[src/rtl/wisc_pkg.sv]
// Shared types for the WISC ID/EX boundary: control bundle layout, FSM encoding, bubble constant.
// Latency: none (types only). Backpressure: n/a.
package wisc_pkg;
  localparam int DW     = 16;
  localparam int RW     = 3;
  localparam int CTRL_W = 20;

  localparam int POS_ERR       = 0;
  localparam int POS_SIIC      = 1;
  localparam int POS_HALT      = 2;
  localparam int POS_ALU_CIN   = 3;
  localparam int POS_ALU_INV_B = 4;
  localparam int POS_ALU_INV_A = 5;
  localparam int POS_REG_TO_PC = 6;
  localparam int POS_PC_TO_REG = 7;
  localparam int POS_MEM_TO_REG = 8;
  localparam int POS_REG_WRITE = 9;
  localparam int POS_MEM_WRITE = 10;
  localparam int POS_MEM_READ  = 11;
  localparam int POS_BRANCH    = 12;
  localparam int POS_JUMP      = 13;
  localparam int POS_ALU_SRC   = 14;
  localparam int POS_ALU_OP    = 16;

  typedef struct packed {
    logic [3:0] alu_op;
    logic [1:0] alu_src;
    logic       jump;
    logic       branch;
    logic       mem_read;
    logic       mem_write;
    logic       reg_write;
    logic       mem_to_reg;
    logic       pc_to_reg;
    logic       reg_to_pc;
    logic       alu_inv_a;
    logic       alu_inv_b;
    logic       alu_cin;
    logic       halt;
    logic       siic;
    logic       err;
  } ctrl_t;

  typedef enum logic {
    RUN    = 1'b0,
    HALTED = 1'b1
  } state_t;

  localparam ctrl_t BUBBLE_CTRL = '0;
endpackage

[src/rtl/id_ex_pipe_if.sv]
// Decode-side / execute-side instruction bus; the producer uses master, the consumer slave.
// Latency: none (wires). Backpressure: carried separately by stall signals.
interface id_ex_pipe_if;
  import wisc_pkg::*;

  logic            valid;
  ctrl_t           ctrl;
  logic [DW-1:0]   rd1;
  logic [DW-1:0]   rd2;
  logic [DW-1:0]   imm;
  logic [DW-1:0]   pc2;
  logic [RW-1:0]   rs;
  logic [RW-1:0]   rt;
  logic [RW-1:0]   wr;
  logic            rs_used;
  logic            rt_used;

  modport master (output valid, ctrl, rd1, rd2, imm, pc2, rs, rt, wr, rs_used, rt_used);
  modport slave  (input  valid, ctrl, rd1, rd2, imm, pc2, rs, rt, wr, rs_used, rt_used);
endinterface

[src/rtl/id_ex_pipe_hazard_detect.sv]
// Load-use comparator: flags an ID instruction reading the register a load in EX will write.
// Latency: combinational. Backpressure: none.
module hazard_detect
  import wisc_pkg::*;
(
  input  logic          ex_valid,
  input  logic          ex_mem_read,
  input  logic          ex_reg_write,
  input  logic [RW-1:0] ex_wr,
  input  logic          id_valid,
  input  logic [RW-1:0] id_rs,
  input  logic [RW-1:0] id_rt,
  input  logic          id_rs_used,
  input  logic          id_rt_used,
  output logic          hazard
);
  logic rs_hit;
  logic rt_hit;

  assign rs_hit = id_rs_used & (id_rs == ex_wr);
  assign rt_hit = id_rt_used & (id_rt == ex_wr);
  assign hazard = ex_valid & ex_mem_read & ex_reg_write & id_valid & (rs_hit | rt_hit);
endmodule

[src/rtl/id_ex_pipe.sv]
// ID->EX pipeline register with load-use bubble, flush, hold and sticky halt; 1-cycle latency.
// stall_i holds EX; stall_o holds PC/IF-ID. Optional illegal-opcode trap under ID_EX_ERR_TRAP_EN.
module id_ex_pipe
  import wisc_pkg::*;
(
  input  logic               clk,
  input  logic               rst,
  id_ex_pipe_if.slave        id,
  id_ex_pipe_if.master       ex,
  input  logic               flush_i,
  input  logic               stall_i,
  output logic               stall_o,
  output logic               halted_o,
  output logic               exc_o
);
  state_t        state_q;
  logic          halted_q;
  logic          valid_q;
  ctrl_t         ctrl_q;
  logic [DW-1:0] rd1_q;
  logic [DW-1:0] rd2_q;
  logic [DW-1:0] imm_q;
  logic [DW-1:0] pc2_q;
  logic [RW-1:0] rs_q;
  logic [RW-1:0] rt_q;
  logic [RW-1:0] wr_q;
  logic          rs_used_q;
  logic          rt_used_q;

  logic hazard;
  logic load_vld;
  logic trap_now;
  logic halt_now;

  hazard_detect u_hazard (
    .ex_valid     (valid_q),
    .ex_mem_read  (ctrl_q.mem_read),
    .ex_reg_write (ctrl_q.reg_write),
    .ex_wr        (wr_q),
    .id_valid     (id.valid),
    .id_rs        (id.rs),
    .id_rt        (id.rt),
    .id_rs_used   (id.rs_used),
    .id_rt_used   (id.rt_used),
    .hazard       (hazard)
  );

`ifdef ID_EX_ERR_TRAP_EN
  logic exc_q;
  assign trap_now = valid_q & ctrl_q.err;
  assign exc_o    = exc_q;
`else
  assign trap_now = 1'b0;
  assign exc_o    = 1'b0;
`endif

  // Invalid, flushed or hazarded captures all collapse into a zeroed bubble.
  assign load_vld = id.valid & ~flush_i & ~hazard;
  assign halt_now = (valid_q & ctrl_q.halt) | trap_now;
  assign stall_o  = stall_i | (hazard & ~flush_i) | halted_q;
  assign halted_o = halted_q;

  always_ff @(posedge clk or posedge rst) begin
    if (rst) begin
      state_q   <= RUN;
      halted_q  <= 1'b0;
      valid_q   <= 1'b0;
      ctrl_q    <= BUBBLE_CTRL;
      rd1_q     <= '0;
      rd2_q     <= '0;
      imm_q     <= '0;
      pc2_q     <= '0;
      rs_q      <= '0;
      rt_q      <= '0;
      wr_q      <= '0;
      rs_used_q <= 1'b0;
      rt_used_q <= 1'b0;
`ifdef ID_EX_ERR_TRAP_EN
      exc_q     <= 1'b0;
`endif
    end else if (state_q == RUN) begin
      if (halt_now) begin
        // The halting instruction stays frozen in EX from here until reset.
        state_q  <= HALTED;
        halted_q <= 1'b1;
`ifdef ID_EX_ERR_TRAP_EN
        if (trap_now) exc_q <= 1'b1;
`endif
      end else if (!stall_i) begin
        valid_q   <= load_vld;
        ctrl_q    <= load_vld ? id.ctrl : BUBBLE_CTRL;
        rd1_q     <= load_vld ? id.rd1 : '0;
        rd2_q     <= load_vld ? id.rd2 : '0;
        imm_q     <= load_vld ? id.imm : '0;
        pc2_q     <= load_vld ? id.pc2 : '0;
        rs_q      <= load_vld ? id.rs : '0;
        rt_q      <= load_vld ? id.rt : '0;
        wr_q      <= load_vld ? id.wr : '0;
        rs_used_q <= load_vld & id.rs_used;
        rt_used_q <= load_vld & id.rt_used;
      end
    end
  end

  assign ex.valid   = valid_q;
  assign ex.ctrl    = ctrl_q;
  assign ex.rd1     = rd1_q;
  assign ex.rd2     = rd2_q;
  assign ex.imm     = imm_q;
  assign ex.pc2     = pc2_q;
  assign ex.rs      = rs_q;
  assign ex.rt      = rt_q;
  assign ex.wr      = wr_q;
  assign ex.rs_used = rs_used_q;
  assign ex.rt_used = rt_used_q;
endmodule

[src/flat_wrapper.sv]
// flat-port wrapper written by rule: the top's interface ports become plain ports
module id_ex_pipe_flat import wisc_pkg::*;
  (clk, rst, flush_i, stall_i, stall_o, halted_o, exc_o, id_valid, id_ctrl, id_rd1, id_rd2, id_imm, id_pc2, id_rs, id_rt, id_wr, id_rs_used, id_rt_used, ex_valid, ex_ctrl, ex_rd1, ex_rd2, ex_imm, ex_pc2, ex_rs, ex_rt, ex_wr, ex_rs_used, ex_rt_used);
  id_ex_pipe_if id_i ();
  id_ex_pipe_if ex_i ();
  input  logic clk;
  input  logic rst;
  input  logic flush_i;
  input  logic stall_i;
  output logic stall_o;
  output logic halted_o;
  output logic exc_o;
  input wire logic [$bits(id_i.valid)-1:0] id_valid;
  input wire logic [$bits(id_i.ctrl)-1:0] id_ctrl;
  input wire logic [$bits(id_i.rd1)-1:0] id_rd1;
  input wire logic [$bits(id_i.rd2)-1:0] id_rd2;
  input wire logic [$bits(id_i.imm)-1:0] id_imm;
  input wire logic [$bits(id_i.pc2)-1:0] id_pc2;
  input wire logic [$bits(id_i.rs)-1:0] id_rs;
  input wire logic [$bits(id_i.rt)-1:0] id_rt;
  input wire logic [$bits(id_i.wr)-1:0] id_wr;
  input wire logic [$bits(id_i.rs_used)-1:0] id_rs_used;
  input wire logic [$bits(id_i.rt_used)-1:0] id_rt_used;
  output wire logic [$bits(ex_i.valid)-1:0] ex_valid;
  output wire logic [$bits(ex_i.ctrl)-1:0] ex_ctrl;
  output wire logic [$bits(ex_i.rd1)-1:0] ex_rd1;
  output wire logic [$bits(ex_i.rd2)-1:0] ex_rd2;
  output wire logic [$bits(ex_i.imm)-1:0] ex_imm;
  output wire logic [$bits(ex_i.pc2)-1:0] ex_pc2;
  output wire logic [$bits(ex_i.rs)-1:0] ex_rs;
  output wire logic [$bits(ex_i.rt)-1:0] ex_rt;
  output wire logic [$bits(ex_i.wr)-1:0] ex_wr;
  output wire logic [$bits(ex_i.rs_used)-1:0] ex_rs_used;
  output wire logic [$bits(ex_i.rt_used)-1:0] ex_rt_used;
  assign id_i.valid = id_valid;
  assign id_i.ctrl = id_ctrl;
  assign id_i.rd1 = id_rd1;
  assign id_i.rd2 = id_rd2;
  assign id_i.imm = id_imm;
  assign id_i.pc2 = id_pc2;
  assign id_i.rs = id_rs;
  assign id_i.rt = id_rt;
  assign id_i.wr = id_wr;
  assign id_i.rs_used = id_rs_used;
  assign id_i.rt_used = id_rt_used;
  assign ex_valid = ex_i.valid;
  assign ex_ctrl = ex_i.ctrl;
  assign ex_rd1 = ex_i.rd1;
  assign ex_rd2 = ex_i.rd2;
  assign ex_imm = ex_i.imm;
  assign ex_pc2 = ex_i.pc2;
  assign ex_rs = ex_i.rs;
  assign ex_rt = ex_i.rt;
  assign ex_wr = ex_i.wr;
  assign ex_rs_used = ex_i.rs_used;
  assign ex_rt_used = ex_i.rt_used;
  id_ex_pipe u_core (.clk(clk), .rst(rst), .id(id_i), .ex(ex_i), .flush_i(flush_i), .stall_i(stall_i), .stall_o(stall_o), .halted_o(halted_o), .exc_o(exc_o));
endmodule
[config.mk]
export PLATFORM = sky130hd
export DESIGN_NAME = id_ex_pipe_flat
export DESIGN_NICKNAME = d
export VERILOG_FILES = /design/src/rtl/wisc_pkg.sv /design/src/rtl/id_ex_pipe_if.sv /design/src/rtl/id_ex_pipe_hazard_detect.sv /design/src/rtl/id_ex_pipe.sv /design/src/flat_wrapper.sv
export SDC_FILE = /design/constraint.sdc
export NUM_CORES = 1
export LEC_CHECK = 0
export CAP_MARGIN = 20
export CELL_PAD_IN_SITES_DETAIL_PLACEMENT = 1
export CELL_PAD_IN_SITES_GLOBAL_PLACEMENT = 1
export CORE_ASPECT_RATIO = 1.25
export CORE_MARGIN = 4
export CORE_UTILIZATION = 30
export DETAILED_ROUTE_END_ITERATION = 12
export GPL_TIMING_DRIVEN = 0
export MAX_ROUTING_LAYER = met4
export PLACE_DENSITY = 0.75
export SYNTH_ARGS = -nofsm -noshare
export SYNTH_HDL_FRONTEND = slang
export SYNTH_HIERARCHICAL = 1
export SYNTH_SLANG_ARGS = --single-unit
export TNS_END_PERCENT = 30
[constraint.sdc]
create_clock -name clk -period 2.8 [get_ports clk]
set_input_delay 0.28 -clock clk [delete_from_list [all_inputs] [get_ports clk]]
set_output_delay 0.28 -clock clk [all_outputs]
set_load 0.005 [all_outputs]
After elaboration in Yosys (flattened, before gate mapping)
Index checks and enable logic that the tools add are counted.
{"block": "word_totals", "regBits": 98, "inputBits": 100, "output_inout_bits": 99, "word_cells": 62}
{"block": "op_classes", "eq_ne": 2, "muxes": 10, "bitwise": 20, "n_reduce_logical": 2}
{"cell": "two-way mux 16 bit", "count": 4}
{"cell": "two-way mux 20 bit", "count": 1}
{"cell": "bitwise AND 1 bit", "count": 12}
{"cell": "two-way mux 3 bit", "count": 3}
{"cell": "== test 3 bit", "count": 2}
{"cell": "NOT 1 bit", "count": 5}
{"cell": "OR 1 bit", "count": 3}
{"cell": "AND reduction 3 bit", "count": 1}
{"cell": "two-way mux 1 bit", "count": 2}
{"cell": "AND reduction 2 bit", "count": 1}

Longest topological paths before layout
Gate-level depths: netlist (run 1).
{"block": "logic_depth", "ltp_word": 7, "depth_mapped": 7, "mapped_depth_nobuf": 5}

Modules after synthesis
Netlist (run 1), hierarchy kept.
{"mod": "id_ex_pipe", "instances": 1, "cells_each": 340, "area_each_um2": 4743.3, "seq_area_each_um2": 2452.4}
{"mod": "hazard_detect", "instances": 1, "cells_each": 10, "area_each_um2": 76.3, "seq_area_each_um2": 0.0}

Worst setup path before layout (run 1)
OpenSTA, ideal clock, no wires.
{"block": "synth_path", "kind": "reg-to-reg", "start": "register u_core.wr_q[0] (netlist: u_core/ex.wr[0])", "end": "register u_core.rd2_q[0] (netlist: u_core/ex.rd2[0])", "setup_ns": 0.125, "t_arrival_ns": 1.783, "slack_ns": 0.892, "path_stages_with_launch": 8, "path_cell_list": "dfrtp_1 xnor2_1 nand4_1 a21oi_1 clkbuf_1 buf_2 nor4bb_1 mux2_2"}
{"block": "synth_between", "elab_chain_cells": 7, "elab_cells_between_ends": 9, "classes_between": "eq/ne: 2; mux: 1; bitwise: 6"}
{"item": "start, declared", "line_no": "id_ex_pipe.sv:26", "text": "logic [RW-1:0] wr_q;"}
{"item": "start signal, assigned", "line_no": "id_ex_pipe.sv:98", "text": "wr_q <= load_vld ? id.wr : '0;"}
{"item": "== test 3 bit, on equally long branches", "line_no": "id_ex_pipe_hazard_detect.sv:20, id_ex_pipe_hazard_detect.sv:21"}
{"item": "bitwise AND 1 bit, on equally long branches", "line_no": "id_ex_pipe_hazard_detect.sv:20, id_ex_pipe_hazard_detect.sv:21"}
{"item": "OR 1 bit (*)", "line_no": "id_ex_pipe_hazard_detect.sv:22", "text": "assign hazard = ex_valid & ex_mem_read & ex_reg_write & id_valid & (rs_hit | rt_hit);"}
{"item": "bitwise AND 1 bit (*)", "line_no": "id_ex_pipe_hazard_detect.sv:22"}
{"item": "named net u_core.hazard", "line_no": "id_ex_pipe.sv:30", "text": "logic hazard;"}
{"item": "NOT 1 bit (*)", "line_no": "id_ex_pipe.sv:58", "text": "assign load_vld = id.valid & ~flush_i & ~hazard;"}
{"item": "bitwise AND 1 bit (*)", "line_no": "id_ex_pipe.sv:58"}
{"item": "two-way mux 16 bit (*)", "line_no": "id_ex_pipe.sv:93", "text": "rd2_q <= load_vld ? id.rd2 : '0;"}
{"item": "end signal, assigned", "line_no": "id_ex_pipe.sv:93"}
{"item": "end, declared", "line_no": "id_ex_pipe.sv:21", "text": "logic [DW-1:0] rd2_q;"}
The timed path passes the listed nets; every way through them passes the cells marked *.
A chain may end at the register's enable or synchronous reset.

Worst setup path in the final report (run 1)
{"block": "layout_path", "start": "register u_core.wr_q[1] (netlist: u_core/ex.wr[1])", "end": "register u_core.rd2_q[5] (netlist: u_core/ex.rd2[5])"}
The elaborated chain is that of the path after synthesis.

==> results.md, run 1 <==
- Die extent in x: about 120 microns
- Synth Instances: 350
- Worst-case vdd ir drop: 0.3898 mV
- Reported max-cap violation count: 0
- Setup repair after global routing missed its margin: no
- Clock-pin slew on the worst setup and hold paths: 0.07 ns
- Area share of the largest cell type after synthesis: 0.5088
- Net count of the mapped netlist: 450
- Per-cell via count in the routed design: 4.906
- Netlist Area Pre-Place: 0.004820 sq mm
- Post-synth EDFFs: 0
- Path type of the worst setup path: reg -> reg
- Type of element capturing the critical path: register
- Remaining global-route overflow: 0
- Status: finished, final reports clean
- Clk sink count: 98
- Largest clock skew in the final design: 0.005437 ns
- Antenna Violating Nets Remaining: 0
- Crit path time final: 2.339 ns
- Largest net degree at the start of global routing: 31
- Synth warn: 6
- Highest metal layer with signal wires: met4
- Die Y-Extent: ~150 microns
- Worst-case reg-to-reg path depth: 8
- Final count of negative-setup-slack endpoints: 0
- H-tree lvl count: 3
- Required time reported for the critical path endpoint: 3.03 ns
- Via count of the routed design: 3817
- DRC violation count after routing: 0
- Hold crit path type: in -> async
- Row count: 51
- End-of-flow core utilization: 0.4761
- Data arrival time of the critical path: ~2.6 ns
- Routed length per instance: 20.09 microns
- Cell taking the most area after synthesis: dfrtp_1
- Top cells by instance count after synthesis: dfrtp_1 (98), nor4bb_1 (94), mux2_2 (87)
- Clock latency on the worst-skew pair: 0.34 ns
- Routed length on met3: 899 microns
- Relative area change from synthesis to final layout: 55.06%
- Power per cell area: between 800 and 900 mW/mm^2
- Multi-input gate area in the final layout: 0.002166 sq mm
- Gp weighted congestion: around 0.77
- GRT Resource Usage Total: 0.1780
- Reg-to-reg setup timing slack: 0.46 ns
- Aggregate negative setup slack: 0 ns
- Clock tree from TritonCTS: yes
- Top area cells in the synthesized netlist: dfrtp_1 (51%), mux2_2 (20%), nor4bb_1 (20%), clkbuf_1 (1.9%), mux2_1 (1.9%)
- Number of hold violations in the final report: 0
- Floorplan Core Area: 0.01570 sq mm
- Wire length of the first global-routing pass: 24480 microns
- Detailed-route wire length on metal 1: ~6600 microns
- Clock buffer count from CTS: 9
- Worst max-slew margin expressed relative to the limit: 0.5794
- Number of antenna repair diodes: 0
- Met2 wire length: approximately 7700 microns
- Start of the worst register-to-register path: u_core/ex.wr[1]
- Vias in the first global route: about 4300
- Asr flop ratio synth: 1.000
- FF/Latch Area: 0.002452 sq mm
- Initial DRT Pass Iterations: 4
- Synthesized flop and latch total: 98
- Count of pins over their slew limit: 0
- Maximum fanout along the worst path: 10
- Part of the cycle the worst path needs: 0.8354
- Maximum clock rate: 0.4275 GHz
- Sequential share of the synthesized area: 0.5088
- Post-layout power: 6.518 mW
- Number of I/O port buffers: 196
- Number of buffers on the longest clock path: 2
- Worst setup SP type: register
- Unique masters post-synth: 23
- Final-layout fill cell count: ~1700
- Layout net count: 661
- Leakage power: 3.207 nW
- Aggregate routed wire length: roughly 16000 microns
- Fraction of final layout cells with drive strength greater than 1: 0.2261
- Most numerous cell in the Yosys netlist: dfrtp_1
- Total Die Area: 0.01817 sq mm
- Initial DRC count: 132
- Mapped Avg Cell Area: 13.77 sq um
- Number of top-level pins: roughly 200
- DP Wirelength: 11820 microns
- Cell at the root of the clock tree: clkbuf_16
- Starting utilization of the core area: 0.3070
- Reg-to-reg critical path endpoint: u_core/ex.rd2[5]
- Measured slew at the worst slew-check pin: about 0.63 ns
- Antenna violations before repair: 0
- Post-synth top flop: dfrtp_1
==> worst max-delay path by stage <==
stage | startpoint | end | slack, ns | cells after the start
finish | u_core/ex.wr[1] | u_core/ex.rd2[5] | 0.46 | 8
global route | u_core/ex.wr[0] | u_core/ex.pc2[5] | 0.25 | 8
CTS | u_core/ex.wr[1] | stall_o | 0.14 | 7
detailed placement | id_valid | stall_o | -0.41 | 7
global placement | id_valid | stall_o | -0.36 | 7
floorplan | u_core/ex.wr[0] | u_core/ex.rd2[0] | 0.89 | 7
==> metal layers <==
| metal | vias to the layer above | GRT usage |
|---|---|---|
| met3 | 28 | 0.04839 |
| met1 | 1904 | 0.2136 |
| met4 | 0 | 0.05886 |
| li1 | 1750 | - |
| met5 | - | - |
| met2 | 135 | 0.2905 |
==> critical path: stages (launching register included) <==
cell and delay [ns]:
dfrtp_1 0.43, xnor2_1 0.17, nand4_1 0.18, a21oi_4 0.19, buf_4 0.16, clkbuf_1 0.39, buf_2 0.32, nor4bb_1 0.10
mux2_2 0.29
==> cell families after synthesis <==
kind of cell | count (synthesis) | share of synthesized area
compound gates | 6 | 0.009864
xor+xnor | 6 | 0.01090
buf+inv | 43 | 0.04413
flops | 98 | 0.5088
mux | 95 | 0.2220
other cells | 1 | 0.0007781
simple gates | 101 | 0.2035
==> sequential cells by signal, summed over array words and instances, names as in the netlist, 3 cells and up <==
signal and count:
u_core/ex.ctrl 20, u_core/ex.imm 16, u_core/ex.pc2 16, u_core/ex.rd1 16, u_core/ex.rd2 16, u_core/ex.rs 3
u_core/ex.rt 3, u_core/ex.wr 3
==> cells in the final DEF, fill, tap and decap left out, types with 4 or more instances in the layout <==
master | synthesis | routed
clkbuf_16 | 0 | 9
mux2_1 | 8 | 8
nor4bb_1 | 94 | 94
clkbuf_1 | 24 | 24
xnor2_1 | 6 | 6
clkdlybuf4s50_1 | 0 | 195
buf_2 | 10 | 10
buf_6 | 4 | 4
dfrtp_1 | 98 | 98
mux2_2 | 87 | 87
==> area by class of cell <==
| cell class | count | area share |
|---|---|---|
| Buffer | 41 | 0.02796 |
| Clock buffer | 12 | 0.03432 |
| Clock inverter | 4 | 0.009878 |
| Inverter | 2 | 0.001507 |
| Multi-Input combinational cell | 209 | 0.2898 |
| Sequential cell | 98 | 0.3281 |
| Tap cell | 212 | 0.03549 |
| Timing Repair Buffer | 200 | 0.2729 |
==> power breakdown <==
| part | total (mW) | switching [mW] | internal, mW |
|---|---|---|---|
| Sequential | 2.42 | 0.373 | 2.05 |
| Combinational | 2.72 | 0.864 | 1.85 |
| Clock | 1.38 | 0.546 | 0.833 |
| Total | 6.52 | 1.78 | 4.74 |
==> through the flow <==
step / cells / area [sq um] / hold WS, ns / worst slack, ns
detailed placement: 761 / 7118 / 0.4798 / -0.4063
finish: 778 / 7473 / 0.3438 / 0.4608
CTS: 778 / 7471 / 0.3508 / 0.1356
floorplan: 350 / 4823 / 0.4310 / 0.8918
global route: 778 / 7473 / 0.3765 / 0.2509
global placement: 758 / 7051 / 0.4700 / -0.3602
==> timing repair <==
action	4_1_cts	5_1_grt
endpoints found under the hold margin	0	0
setup endpoints to repair	1	1
pin swaps	1	0
hold buffers	0	0
setup buffers	1	0
gates cloned	0	0
gates resized for setup	4	1
(Power assumes the default switching activity.)
==> run 2: changes to the inputs <==
==> constraint.sdc (replaced) <==
create_clock -name clk -period 2 [get_ports clk]
set_input_delay 0.2 -clock clk [delete_from_list [all_inputs] [get_ports clk]]
set_output_delay 0.2 -clock clk [all_outputs]
set_load 0.005 [all_outputs]
==> results.md, run 2 (synthesis results as in run 1) <==
- Crit path time final: 1.913 ns
- Layout net count: 664 (+0.45%)
- Antenna Violating Nets Remaining: 0 (unchanged)
- Fraction of final layout cells with drive strength greater than 1: 0.2566 (+0.03044)
- Max incr delay on CP: 0.45 ns (+0.02 ns)
- Hold crit path type: in -> async
- Die Y-Extent: 149.7 microns (unchanged)
- GRT Resource Usage Total: 0.1784 (+0.0004234)
- Gp weighted congestion: 0.7734 (unchanged)
- Clock-pin slew on the worst setup and hold paths: 0.07 ns (about the same)
- Cell at the root of the clock tree: clkbuf_16
- Cell Area, Placed: 0.007118 sq mm (unchanged)
- Worst-case vdd ir drop: 0.5439 mV (+40%)
- Type of element capturing the critical path: output port
- Per-cell via count in the routed design: 4.876 (-0.62%)
- Area of all placed cells without fillers: 0.007584 sq mm (+1.5%)
- Maximum fanout along the worst path: 4 (-6)
- CP Launch Point: u_core/ex.wr[1]
- Worst hold slack: 0.2620 ns (-0.08183 ns)
- Number of flip-flops under the largest register name: 20 (unchanged)
- Number of hold violations in the final report: 0 (unchanged)
- Number of buffers on the longest clock path: 2 (unchanged)
- Data arrival time of the critical path: 1.71 ns (-0.86 ns)
- Worst slack at placement: -1.046 ns (-0.6400 ns)
- Final-layout fill cell count: 1663 (-0.54%)
- Clock buffer count from CTS: 9 (unchanged)
- Leading cell type in the layout, fill and taps excluded: clkdlybuf4s50_1
- Path type of the worst setup path: reg -> out
- Initial DRC count: 138 (+4.5%)
- Required time reported for the critical path endpoint: 1.80 ns (-1.23 ns)
- Hold buffer count at cts: 0 (unchanged)
- Part of the cycle the worst path needs: 0.9565
- Number of top-level pins: 199 (unchanged)
- Clock latency on the worst-skew pair: 0.34 ns (about the same)
- Largest net degree at the start of global routing: 31 (unchanged)
- Aggregate routed wire length: 15660 microns (+0.20%)
- Placed Cells: 761 (unchanged)
- DP Wirelength: 11820 microns (unchanged)
- Clock tree from TritonCTS: yes
- Antenna violations before repair: 0 (unchanged)
- Worst setup SP type: register
- Starting utilization of the core area: 0.3070 (unchanged)
- Most frequent cells in the layout: clkdlybuf4s50_1 (195), dfrtp_1 (95), nor4bb_1 (94), mux2_2 (87), clkbuf_1 (19)
- Number of antenna repair diodes: 0 (unchanged)
- Relative area change from synthesis to final layout: 57.35%
- Status: finished, final reports clean
- Setup repair after global routing missed its margin: yes
- Power per cell area: 1214 mW/mm^2 (+39%)
- DRC violation count after routing: 0 (unchanged)
- Die extent in x: 121.4 microns (unchanged)
- Reported max-cap violation count: 0 (unchanged)
- Buffer and inverter count on the worst path: 3 (unchanged)
- Leakage power: 3.258 nW (+1.6%)
- Total Die Area: 0.01817 sq mm (unchanged)
- Largest clock skew in the final design: 0.005751 ns (+0.0003143 ns)
- Reg-to-reg setup timing slack: 0.10 ns (-0.36 ns)
- Slowest cell on the critical path: dfrtp_2
- Measured slew at the worst slew-check pin: 0.5718 ns (-0.05789 ns)
- Row count: 51 (unchanged)
- Vias in the first global route: 4350 (+0.30%)
- Clk sink count: 98 (unchanged)
- Wire length of the first global-routing pass: 24580 microns (+0.39%)
- Worst setup slack after layout: 0.08704 ns (-0.3738 ns)
- Count of pins over their slew limit: 0 (unchanged)
- Worst max-slew margin expressed relative to the limit: 0.6180 (+0.03856)
- Family with the most delay on the worst path: flip-flops
- Floorplan Core Area: 0.01570 sq mm (unchanged)
- Number of I/O port buffers: 196 (unchanged)
- Maximum clock rate: 0.5228 GHz
- Worst-path cell chain: xnor2_2 > nand4_1 > a21oi_4 > clkbuf_8 > inv_2 > o21ai_2 > buf_2
- Final Non-Filler Cells: 781 (+0.39%)
- Remaining global-route overflow: 0 (unchanged)
- Final count of negative-setup-slack endpoints: 0 (unchanged)
- H-tree lvl count: 3 (unchanged)
- Routed length per instance: 20.06 microns (-0.18%)
- Via count of the routed design: 3808 (-0.24%)
- Initial DRT Pass Iterations: 4 (unchanged)
- Start of the worst register-to-register path: u_core/ex.wr[1]
## run 2: cell count changes in the layout (fill, tap and decap cells not counted), moves of 3 or more
| cell | previous run | this run |
|---|---|---|
| xnor2_1 | 6 | 2 |
| clkbuf_1 | 24 | 19 |
| buf_2 | 10 | 7 |
| dfrtp_1 | 98 | 95 |
| clkbuf_2 | 1 | 5 |
| dfrtp_2 | 0 | 3 |
| xnor2_2 | 0 | 4 |
| buf_6 | 4 | 9 |
## run 2: area by class of cell
type	count	area [sq um]	area share
multi-input cells	209	2207	0.2910
flip-flops and latches	98	2456	0.3239
repair buffers	203	2058	0.2714
clock inverters	4	73.82	0.009734
well taps	212	265.3	0.03498
inverters	2	11.26	0.001485
clock buffers	12	256.5	0.03382
plain buffers	41	255.2	0.03366
## run 2: per-layer routing
layer | global-route usage | part of all wire | vias to the layer above
li1 | - | - | 1755
met1 | 0.2148 | 0.42 | 1896
met2 | 0.2913 | 0.50 | 130
met3 | 0.04726 | 0.055 | 27
met4 | 0.05886 | 0.025 | 0
met5 | - | 0 | -
## run 2: report_power, final
part | internal, mW | total [mW] | switching, mW
Combinational | 2.64 | 3.87 | 1.22
Clock | 1.17 | 1.93 | 0.765
Sequential | 2.87 | 3.41 | 0.535
## run 2: timing repair
| action | 4_1_cts | 5_1_grt |
|---|---|---|
| endpoints found under the setup margin | 97 | 81 |
| gates resized for setup | 28 | 8 |
| buffers inserted | 3 | 1 |
| pin swaps | 3 | 7 |
## run 2: stage by stage
stage	utilization	TNS [ns]	total power, mW
floorplan	-	0	4.786
global placement	0.4491	-107.70	7.121
CTS	0.4802	0	9.332
detailed placement	0.4535	-65.75	7.296
finish	0.4831	0	9.205
global route	0.4831	-0.03439	9.772
## run 2: final timing paths
check,depth (start not counted),end
hold reg to reg,1,u_core/ex.ctrl[16]
setup / recovery,7,stall_o
hold / removal,2,u_core/ex.rd2[12]
setup reg to reg,8,u_core/ex.rd2[5]
max in group asynchronous,4,u_core/ex.pc2[8]
min in group clk,3,u_core/ex.rd1[14]
